### config.mk
export PLATFORM = sky130hd
export DESIGN_NAME = bcd_to_binary
export DESIGN_NICKNAME = d
export VERILOG_FILES = /design/src/rtl/bcd_to_binary.sv
export SDC_FILE = /design/constraint.sdc
export NUM_CORES = 1
export LEC_CHECK = 0
export BUFFER_PORTS_ARGS = -buffer_cell sky130_fd_sc_hd__buf_4
export CORE_MARGIN = 3
export CORE_UTILIZATION = 27
export DETAILED_ROUTE_END_ITERATION = 7
export HOLD_SLACK_MARGIN = 0.02
export PLACE_DENSITY_LB_ADDON = 0.2
export SLEW_MARGIN = 10
export SYNTH_ARGS = -nofsm -noshare
export SYNTH_HDL_FRONTEND = slang
export SYNTH_SLANG_ARGS = --single-unit
export TNS_END_PERCENT = 50
### constraint.sdc
create_clock -name clk -period 2.98 [get_ports clk]
set_input_delay 0.149 -clock clk [delete_from_list [all_inputs] [get_ports clk]]
set_output_delay 0.149 -clock clk [all_outputs]
set_load 0.02 [all_outputs]
### src/rtl/bcd_to_binary.sv
// Serial BCD-to-binary converter: accumulates decimal digits (MSD first) into a
// saturating 8-bit value with registered outputs and one-cycle status pulses.
module bcd_to_binary (
  input  logic       clk,
  input  logic       rst,
  input  logic [3:0] bcd_input,
  input  logic       in_valid,
  input  logic       first,
  output logic [7:0] binary_output,
  output logic       out_valid,
  output logic       digit_err,
  output logic       overflow
);

  logic [7:0]  acc_reg, acc_next;
  logic        overflow_reg, overflow_next;
  logic        out_valid_reg, out_valid_next;
  logic        digit_err_reg, digit_err_next;
  logic        digit_legal;
  logic [11:0] times_ten;
  logic [11:0] scaled_sum;

  assign digit_legal = (bcd_input <= 4'd9);

  // acc*10 as (acc<<3)+(acc<<1), kept 12 bits wide so 255*10+9 never wraps.
  assign times_ten  = ({4'd0, acc_reg} << 3) + ({4'd0, acc_reg} << 1);
  assign scaled_sum = times_ten + {8'd0, bcd_input};

  always_comb begin
    acc_next       = acc_reg;
    overflow_next  = overflow_reg;
    out_valid_next = 1'b0;
    digit_err_next = 1'b0;
    if (in_valid) begin
      if (!digit_legal) begin
        // Illegal digit leaves the number untouched, even when it claims to start one.
        digit_err_next = 1'b1;
      end else begin
        out_valid_next = 1'b1;
        if (first) begin
          acc_next      = {4'd0, bcd_input};
          overflow_next = 1'b0;
        end else if (overflow_reg) begin
          acc_next = 8'hFF;
        end else if (scaled_sum > 12'd255) begin
          acc_next      = 8'hFF;
          overflow_next = 1'b1;
        end else begin
          acc_next = scaled_sum[7:0];
        end
      end
    end
  end

  always_ff @(posedge clk) begin
    if (rst) begin
      acc_reg       <= 8'd0;
      overflow_reg  <= 1'b0;
      out_valid_reg <= 1'b0;
      digit_err_reg <= 1'b0;
    end else begin
      acc_reg       <= acc_next;
      overflow_reg  <= overflow_next;
      out_valid_reg <= out_valid_next;
      digit_err_reg <= digit_err_next;
    end
  end

  assign binary_output = acc_reg;
  assign out_valid     = out_valid_reg;
  assign digit_err     = digit_err_reg;
  assign overflow      = overflow_reg;

endmodule

==> impl_results.md, run 1 <==
- Max Cap Viol: 0
- Area of the multi-input gates: 738.2 um2
- Final Max Slew Viols: 0
- Register area share after synthesis: 0.2203
- Clk buf depth: 2
- Setup TNS: 0 ps
- Wirelength per Cell: 13.40 um
- Postcts setup bufs: 0
- WL final: 2.385 mm
- Worst r2r dst: binary_output[3]
- # setup viols final: 0
- Avg Cell Area, Syn: 8.926 um2
- Pwr/cell area: 404.6 mW/mm2
- Post-Layout Cell Count: 178
- First-pass GRT wire length: 3.884 mm
- Root buffer cell: clkbuf_8
- Initial antenna violation count: 0
- Least-Margin Pin Slew: 457.3 ps
- Primary FF master, synth: dfxtp_1
- Post-route ant nets: 0
- Final Wtd Congestion: 0.8470
- Starting Density: 0.2904
- GRT Residual Overflow: 0
- # DRC: 0
- DIE AREA: 0.004469 mm2
- Cts repair resizes: 0
- Hold Fails Final Rpt: 0
- Async SR Flop Fraction: 0
- Max reg flops: 8
- GRT Util Overall: 0.1110
- Core Rows: 21
- Diode count: 0
- Fin crit share: 0.8619
- Hold_buf cts: 0
- Via Count: 931
- Initial drt markers: 62
- Fraction of layout cells with a size suffix above 1: 0.2273
- Depth of the worst hold-timing path: 2
- Port Buffer Count: 18
- Crit. End Element: register
- TritonCTS buffer count: 3
- Nets: 158
- Hold worst-path end: out_valid
- Post-Syn Area: 999.7 um2
- Mapped Cells: 112
- WP data arrival: 2720 ps
- Worst-Skew Late Latency: 230 ps
- Sequential standard cell area: 220.2 um2
- HP Start: rst
- Area grow syn2layout: 21.53%
- Worst Setup SP: binary_output[0]
- Worst r2r path cells: 9
- FF-to-FF setup slack: 410 ps
- H-tree depth: 1
- Worst Hold Class: in2reg
- Cells along the critical path: fa_1, inv_1, fa_1, and2b_4, o21ai_0, and4_1, a21oi_2, nor2_4, a41oi_1
- CP max stage delay: 540 ps
- Die Y: 66.85 um
- Distinct cell type count after synthesis: 39
- # fillers: 367
- WP data required: 3130 ps
- Final Skew: 4.866 ps
- Crit Path Category: reg2reg
- CP dominant cell by count: fa_1
- Core area: 0.003442 mm2
- Vias in the first global route: 914
- DR vias/cell: 5.230
- Status: completed
- Placed inst area: 0.001170 mm2
- Die width: 66.85 um
- Yosys reg bits: 11
- Clk slew on worst S/H paths: 50 ps
- Inst Count DP: 174
- EDFF count, synth: 0
- Final HPWL DP: 1.946 mm
- P_leak: 0.5554 nW
- CTS tree: built
- Largest net degree at the start of global routing: 16
- CP max FO: 7
- Total iterations of the first detailed-routing run: 4
- RSZ-0062 raised after global routing: false
- Relative slew margins: 0.6944
- Post-route design area: 0.001215 mm2
- Syn nets: 137
- Fmax: 389.3 MHz
- Post-layout min period: 2568 ps
- Worst reg2reg path startpoint: binary_output[0]
- Clock Sinks: 11
- CP Launch Type: register
- Ports: 19
- Crit path max-delay cell type: fa_1
- Peak VDD IR: 0.1194 mV
- Yosys warns: 0
routing by layer:
metal  global-route usage  up-vias  wire length, um
li1                     -      477                -
met1               0.1449      426             1138
met2               0.1819       24             1088
met3              0.01349        4              118
met4              0.04810        0               39
met5                    0        -                0
layout by cell type (no fill, tap or decap), types with 2 or more instances in the layout:
cell type / instances
ha_1: 15
buf_4: 18
o21ai_0: 5
a21oi_1: 10
inv_1: 5
and4_1: 2
nand2_1: 7
a21o_1: 3
fa_1: 2
nor2_1: 4
a2111oi_0: 2
a211oi_2: 3
clkbuf_8: 3
nor3_1: 5
o2111ai_1: 2
a211oi_1: 3
xnor2_1: 4
dfxtp_1: 11
o21ai_1: 5
o31ai_1: 2
Yosys cell counts, drive strengths merged (2+ instances only):
library cell,number,share of area
a2111oi,2,0.018
a21o,4,0.031
o21ai,11,0.059
a21oi,11,0.059
xnor2,4,0.035
nor3,5,0.025
and3,2,0.014
and4,2,0.018
nor2,5,0.026
o31ai,2,0.015
fa,2,0.040
ha,15,0.19
nand2,7,0.026
dfxtp,11,0.22
a211oi,6,0.060
inv,5,0.019
o2111ai,2,0.018
buf,2,0.023
kinds of logic (layout without fill, tap and decap cells):
family | Yosys count | after routing | share of synthesized area
adder cells (fa/ha/maj) | 17 | 17 | 0.2278
XOR/XNOR | 4 | 4 | 0.03504
flip-flops | 11 | 11 | 0.2203
AND/OR/NAND/NOR | 29 | 29 | 0.1690
AO/OA/AOI/OAI | 44 | 44 | 0.3066
buffers and inverters | 7 | 27 | 0.04130
critical path: cells and delay by family, from the launching register on:
| family | cells | cell delay, ps |
|---|---|---|
| AOI/OAI and AO/OA | 3 | 500 |
| adders and majority gates | 2 | 980 |
| buffers and inverters | 1 | 60 |
| DFF | 1 | 350 |
| and+or+nand+nor | 3 | 590 |
through the flow:
step           utilization  hold WS [ps]  setup slack [ps]  total power [mW]
6_report            0.3530         134.6             411.6            0.4916
5_1_grt             0.3530         144.3             160.3            0.5203
4_1_cts             0.3530         133.7             393.7            0.4968
3_5_place_dp        0.3399         379.4             403.1            0.3511
3_3_place_gp        0.3399         375.2             435.9            0.3522
2_1_floorplan            -         218.1             473.7            0.3010
where the power goes:
part | leakage (nW) | internal, mW | switching (mW) | total [mW]
Combinational | 0.443 | 0.0752 | 0.101 | 0.176
Sequential | 0.0900 | 0.158 | 0.0138 | 0.172
Clock | 0.0228 | 0.0935 | 0.0503 | 0.144
Total | 0.555 | 0.326 | 0.165 | 0.492
cell type report:
cell class | count | area share
Multi-Input combinational cell | 94 | 0.6076
Sequential cell | 11 | 0.1813
Timing Repair Buffer | 18 | 0.1112
Tap cell | 46 | 0.04737
Clock buffer | 4 | 0.03708
Inverter | 5 | 0.01545
worst max path at each step:
stage | end | depth (start not counted)
floorplan | binary_output[3] | 9
global placement | binary_output[3] | 9
detailed placement | binary_output[3] | 9
CTS | binary_output[3] | 9
global route | binary_output[6] | 10
finish | binary_output[3] | 9
Power figures use the tool's default switching activity.
==> run 2, diff against run 1 <==
--- a/config.mk
+++ b/config.mk
@@ -5,10 +5,10 @@
 export SDC_FILE = /design/constraint.sdc
 export NUM_CORES = 1
 export LEC_CHECK = 0
-export BUFFER_PORTS_ARGS = -buffer_cell sky130_fd_sc_hd__buf_4
 export CORE_MARGIN = 3
 export CORE_UTILIZATION = 27
 export DETAILED_ROUTE_END_ITERATION = 7
+export DONT_BUFFER_PORTS = 1
 export HOLD_SLACK_MARGIN = 0.02
 export PLACE_DENSITY_LB_ADDON = 0.2
 export SLEW_MARGIN = 10
==> run 2 against run 1 <==
Fmax decreased by 2.4%. Sequential share of layout area increased by 1.4 points. Flip-flop and latch count unchanged. Clock power increased by 7%. Wire length increased by 1.4%. Cell count decreased by 6.7%. First-iteration DRC count decreased by 23%. Combinational power decreased by 9%. Critical path type unchanged. Register-to-register slack got worse by 60 ps.
==> impl_results.md, run 2 (same netlist as run 1, synthesis figures left out) <==
- Status: completed
- CP Launch Type: register
- Sw Share: 0.3531 (+0.01711)
- Commonest non-fill, non-tap cells in the layout: ha_1, dfxtp_1, a21oi_1, nand2_1
- Post-route ant nets: 0 (unchanged)
- Max reg flops: 8 (unchanged)
- Largest net degree at the start of global routing: 16 (unchanged)
- Commonest non-fill, non-tap cell in the layout: ha_1
- Die width: 66.85 um (unchanged)
- Fin worst setup slack: 349.4 ps (-62.23 ps)
- Core area: 0.003442 mm2 (unchanged)
- Peak VDD IR: 0.1001 mV (-16%)
- Die Y: 66.85 um (unchanged)
- Fin crit share: 0.8828 (+0.02088)
- Root buffer cell: clkbuf_8
- Cell Int Power: 0.3172 mW (-2.8%)
- TritonCTS buffer count: 3 (unchanged)
- Post-layout min period: 2631 ps (+62.23 ps)
- Crit. End Element: register
- Clk pwr share: 0.315 (+0.023)
- WP data arrival: 2790 ps (+70 ps)
- Via Count: 866 (-7.0%)
- Area grow syn2layout: 12.77%
- Final Skew: 6.347 ps (+1.480 ps)
- Core Rows: 21 (unchanged)
- Worst-Skew Late Latency: 240 ps (about the same)
- Final Max Slew Viols: 0 (unchanged)
- Pwr/cell area: 435.0 mW/mm2 (+7.5%)
- Crit path max-delay cell type: fa_1
- WP data required: 3140 ps (about the same)
- Clk slew on worst S/H paths: 60 ps (about the same)
- Sequential share of power: 0.356 (+0.007)
- CTS tree: built
- Cells along the critical path: fa_1, inv_1, fa_1, and2b_4, o21ai_0, and4_1, a21oi_2, nor2_4, a211oi_2
- Wirelength per Cell: 14.57 um (+8.8%)
- Worst Setup SP: binary_output[0]
- Diode count: 0 (unchanged)
- Clk buf depth: 2 (unchanged)
- DR vias/cell: 5.217 (-0.26%)
- Worst reg2reg path startpoint: binary_output[0]
- Crit Path Category: reg2reg
- # DRC: 0 (unchanged)
- Ports: 19 (unchanged)
- Total iterations of the first detailed-routing run: 4 (unchanged)
- Final HPWL DP: 1.884 mm (-3.2%)
- Max Cap Viol: 0 (unchanged)
- Vias in the first global route: 902 (-1.3%)
- Starting Density: 0.2904 (unchanged)
- Port Buffer Count: 0 (-18)
- Initial drt markers: 48 (-23%)
- Worst Hold Class: in2reg
- Nets: 146 (-7.6%)
- Clock Sinks: 11 (unchanged)
- Comb pwr share: 0.329 (-0.029)
- Final Wtd Congestion: 0.7741 (-8.6%)
- RSZ-0062 raised after global routing: false
- WL final: 2.419 mm (+1.4%)
- Relative slew margins: 0.7053 (+0.01094)
- GRT Residual Overflow: 0 (unchanged)
- HP Start: in_valid
- Fmax: 380.1 MHz (-2.4%)
- Setup TNS: 0 ps (unchanged)
- CP dominant cell by count: fa_1
- Postcts setup bufs: 0 (unchanged)
- H-tree depth: 1 (unchanged)
- # setup viols final: 0 (unchanged)
- FF-to-FF setup slack: 350 ps (-60 ps)
- Hold Fails Final Rpt: 0 (unchanged)
- Place WS: 367.3 ps (-35.87 ps)
- # fillers: 364 (-0.82%)
- Least-Margin Pin Slew: 440.9 ps (-16.38 ps)
- First-pass GRT wire length: 4.188 mm (+7.8%)
- P_leak: 0.4937 nW (-11%)
- CP max stage delay: 550 ps (about the same)
- Switching Power: 0.1732 mW (+4.8%)
- DIE AREA: 0.004469 mm2 (unchanged)
- Fraction of layout cells with a size suffix above 1: 0.1417 (-0.08561)
- Initial antenna violation count: 0 (unchanged)
- GRT Util Overall: 0.1208 (+0.009765)
- CP max FO: 7 (unchanged)
-- run 2: path summary, 6_finish.rpt --
kind | depth (start not counted) | endpoint
worst max-delay path | 9 | binary_output[2]
worst min-delay path | 1 | digit_err
worst max register to register | 9 | binary_output[2]
worst min register to register | 2 | overflow
-- run 2: per-layer routing --
layer	share of wire	vias up	wire, um	track usage
li1	-	451	-	-
met1	0.48	394	1164	0.1609
met2	0.45	19	1094	0.1856
met3	0.062	2	149	0.03373
met4	0.0041	0	10	0.04051
met5	0	-	0	0
-- run 2: metrics by stage --
| step | hold WS, ps | instance area [um2] | instances | utilization | power, mW |
|---|---|---|---|---|---|
| 4_1_cts | 59.57 | 1127 | 166 | 0.3275 | 0.4968 |
| 3_3_place_gp | 219.8 | 1072 | 161 | 0.3115 | 0.3394 |
| 6_report | 68.83 | 1127 | 166 | 0.3275 | 0.4904 |
| 2_1_floorplan | 218.1 | 999.7 | 112 | - | 0.3010 |
| 3_5_place_dp | 224.4 | 1072 | 161 | 0.3115 | 0.3376 |
| 5_1_grt | 61.46 | 1127 | 166 | 0.3275 | 0.5255 |
-- run 2: power groups by stage --
stage | clock [mW] | combinational, mW | sequential (mW)
floorplan | 0 | 0.119 | 0.182
global route | 0.164 | 0.186 | 0.176
CTS | 0.159 | 0.163 | 0.175
finish | 0.154 | 0.161 | 0.175
global placement | 0 | 0.162 | 0.177
detailed placement | 0 | 0.160 | 0.178
-- run 2: critical path, delay by kind of cell, from the launching register on --
family,cells,cell delay (ps)
AND/OR/NAND/NOR,3,600
AO/OA/AOI/OAI,3,510
flip-flops,1,360
buffers and inverters,1,70
adder cells (fa/ha/maj),2,1000
-- run 2: area by class of cell --
| class | count | area [um2] | area share |
|---|---|---|---|
| clock buffers | 4 | 45.04 | 0.03996 |
| inverters | 5 | 18.77 | 0.01665 |
| multi-input cells | 94 | 738.2 | 0.6548 |
| flip-flops and latches | 11 | 220.2 | 0.1953 |
| well taps | 46 | 57.56 | 0.05105 |
| repair buffers | 6 | 47.55 | 0.04218 |
-- run 2: timing repair --
action | in CTS | in global routing
setup endpoints to repair | 0 | 0
endpoints found under the hold margin | 6 | 0
hold buffers | 1 | 0
gates resized for setup | 0 | 0
==> run 3, diff against run 2 <==
--- a/config.mk
+++ b/config.mk
@@ -5,6 +5,7 @@
 export SDC_FILE = /design/constraint.sdc
 export NUM_CORES = 1
 export LEC_CHECK = 0
+export ABC_AREA = 1
 export CORE_MARGIN = 3
 export CORE_UTILIZATION = 27
 export DETAILED_ROUTE_END_ITERATION = 7
==> run 3 against run 2 <==
Area after synthesis up 2.1%. Sequential share of layout area down 0.065 points. Non-clock buffer count down 5. Critical endpoint is now binary_output[5]. Total power up 11%. Wire length down 3.6%. Cell count up 19%. Flip-flop and latch count unchanged. Critical path depth up 4. Combinational power up 22%. Synthesized cell count up 32%. Clock-buffer cell count down 1. Fmax up 0.49%.
==> impl_results.md, run 3 <==
- H-tree depth: 1 (unchanged)
- Worst Hold Class: in2reg
- TritonCTS buffer count: 3 (unchanged)
- CP max FO: 7 (unchanged)
- Hold Fails Final Rpt: 0 (unchanged)
- Max Cap Viol: 0 (unchanged)
- Pwr/cell area: 482.0 mW/mm2 (+11%)
- Relative slew margins: 0.7242 (+0.01888)
- Sw Share: 0.3796 (+0.02652)
- Synth top area share: 0.2157 (-0.004589)
- RSZ-0062 raised after global routing: false
- Fmax: 382.0 MHz (+0.49%)
- Ports: 19 (unchanged)
- Max reg flops: 8 (unchanged)
- Root buffer cell: clkbuf_8
- Worst-Skew Late Latency: 240 ps (about the same)
- Post-layout min period: 2618 ps (-12.80 ps)
- WP data required: 3090 ps (-50 ps)
- Post-Layout Cell Count: 198 (+19%)
- Core Util, Final: 0.3237 (-0.003851)
- EDFF count, synth: 0 (unchanged)
- Hold WS: 59.71 ps (-9.121 ps)
- Area contributors post-synth: dfxtp_1, ha_1, nand2_1, inv_1, a21oi_1
- Sequential share of power: 0.369 (+0.013)
- Core area: 0.003495 mm2 (+1.5%)
- Nets: 178 (+22%)
- Distinct cell type count after synthesis: 23 (-41%)
- Vias in the first global route: 887 (-1.7%)
- CTS tree: built
- First-pass GRT wire length: 3.919 mm (-6.4%)
- Total iterations of the first detailed-routing run: 5 (+1)
- Largest net degree at the start of global routing: 8 (-8)
- WP data arrival: 2730 ps (-60 ps)
- Clk pwr share: 0.270 (-0.045)
- Least-Margin Pin Slew: 413.1 ps (-27.82 ps)
- Yosys warns: 0 (unchanged)
- Post-synthesis compound-gate area fraction: 0.1091 (-0.1976)
- Die width: 67.50 um (+0.96%)
- GRT Util Overall: 0.1124 (-0.008419)
- Yosys reg bits: 11 (unchanged)
- Clk slew on worst S/H paths: 50 ps (about the same)
- Final HPWL DP: 1.967 mm (+4.4%)
- Inst Count DP: 193 (+20%)
- Clk buf depth: 2 (unchanged)
- Port Buffer Count: 0 (unchanged)
- # setup viols final: 0 (unchanged)
- Comb pwr share: 0.361 (+0.032)
- Status: completed
- Most frequent cell after synthesis: nand2_1
- DR vias/cell: 4.646 (-11%)
- Async SR Flop Fraction: 0 (unchanged)
- Wirelength per Cell: 11.78 um (-19%)
- Setup TNS: 0 ps (unchanged)
- Initial drt markers: 16 (-67%)
- Crit. End Element: register
- Commonest non-fill, non-tap cell in the layout: nand2_1
- Die Y: 67.50 um (+0.96%)
- Avg Cell Area, Syn: 6.899 um2 (-23%)
- P_leak: 0.6101 nW (+24%)
- Post-synth top cells: nand2_1, inv_1, ha_1, a21oi_1, dfxtp_1
- Post-route ant nets: 0 (unchanged)
- CP Launch Type: register
- WL final: 2.333 mm (-3.6%)
- Switching Power: 0.2070 mW (+20%)
- XOR/XNOR Fraction of Synth Area: 0.02574 (-0.009309)
- Final Max Slew Viols: 0 (unchanged)
- GRT Residual Overflow: 0 (unchanged)
- Syn nets: 173 (+26%)
- Post-Synth Simple-Gate Area: 0.3248 (+0.1558)
- Synth area leader: dfxtp_1
- Fraction of layout cells with a size suffix above 1: 0.09868 (-0.04298)
- Clock Sinks: 11 (unchanged)
- Main combinational cell family by area after synthesis: simple AND/OR/NAND/NOR gates
- Register area share after synthesis: 0.2157 (-0.004589)
- Post-Syn Area: 0.001021 mm2 (+2.1%)
- # DRC: 0 (unchanged)
- DIE AREA: 0.004556 mm2 (+1.9%)
- Area grow syn2layout: 10.78%
- Postcts setup bufs: 0 (unchanged)
- Mux contribution to synthesized area: 0.009804 (+0.009804)
- Commonest non-fill, non-tap cells in the layout: nand2_1, inv_1, ha_1, a21oi_1, dfxtp_1
- Final Skew: 8.457 ps (+2.110 ps)
- Fin crit share: 0.8785 (-0.004297)
- Diode count: 0 (unchanged)
- Core Rows: 21 (unchanged)
- Cell Int Power: 0.3382 mW (+6.6%)
- Via Count: 920 (+6.2%)
- Final Wtd Congestion: 0.8305 (+7.3%)
- Starting Density: 0.2922 (+0.001719)
- Primary FF master, synth: dfxtp_1
- Peak VDD IR: 0.2549 mV (+150%)
- Mapped Cells: 148 (+32%)
- Initial antenna violation count: 0 (unchanged)
- Crit Path Category: reg2reg
- Post-Synth Adder-Cell Area: 0.2230 (-0.004746)
-- run 3: metal layers --
metal	part of all wire	up-vias	track usage	wire length (um)
li1	-	485	-	-
met1	0.48	408	0.1501	1111
met2	0.44	27	0.1713	1024
met3	0.085	0	0.05324	198
met5	0	-	0	0
met4	0	0	0.007595	0
-- run 3: power by group through the flow --
stage          clock network, mW  registers, mW  logic, mW
6_report                   0.147          0.201      0.197
5_1_grt                    0.156          0.205      0.223
2_1_floorplan                  0          0.195      0.163
3_3_place_gp                   0          0.206      0.194
3_5_place_dp                   0          0.206      0.196
4_1_cts                    0.150          0.203      0.200
-- run 3: kinds of logic after synthesis --
kind of cell	Yosys count
multiplexers	1
adder cells (fa/ha/maj)	17
XOR/XNOR	3
AO/OA/AOI/OAI	20
AND/OR/NAND/NOR	71
buffers and inverters	25
flip-flops	11
-- run 3: worst max-delay path, stage by stage (launching register included) --
cell and delay [ps]:
dfxtp_1 420, fa_1 580, inv_1 70, fa_1 450, inv_1 70, nand2_1 50, nand2_1 120, nand3_2 100
nand3_1 90, nand2_1 70, nor2_2 210, nand2_2 100, nand2_4 100, a21oi_1 70
-- run 3: layout make-up --
cell class,instances,area [um2]
tap,46,57.56
timing repair buffer,1,10.01
inverter,24,90.09
multi-input combinational,112,706.9
sequential,11,220.2
fill,384,2364
clock inverter,1,5.005
clock buffer,3,41.29
-- run 3: stage by stage --
step	power, mW	instance area [um2]	setup slack, ps
finish	0.5451	1131	362.2
floorplan	0.3582	1021	653.8
global placement	0.4000	1075	443.6
global route	0.5838	1131	176.8
CTS	0.5533	1131	353.4
detailed placement	0.4022	1075	385.1
-- run 3: final timing paths --
check | from | endpoint | slack [ps] | cells past startpoint
max | binary_output[0] | binary_output[5] | 360 | 13
max reg2reg | binary_output[0] | binary_output[5] | 360 | 13
min reg2reg | overflow | overflow | 590 | 2
min | in_valid | digit_err | 60 | 2
-- run 3: repair_timing --
| item | in CTS | in global routing |
|---|---|---|
| hold endpoints to repair | 7 | 0 |
| hold buffers | 1 | 0 |
| setup endpoints to repair | 0 | 0 |
| resized for setup | 0 | 0 |
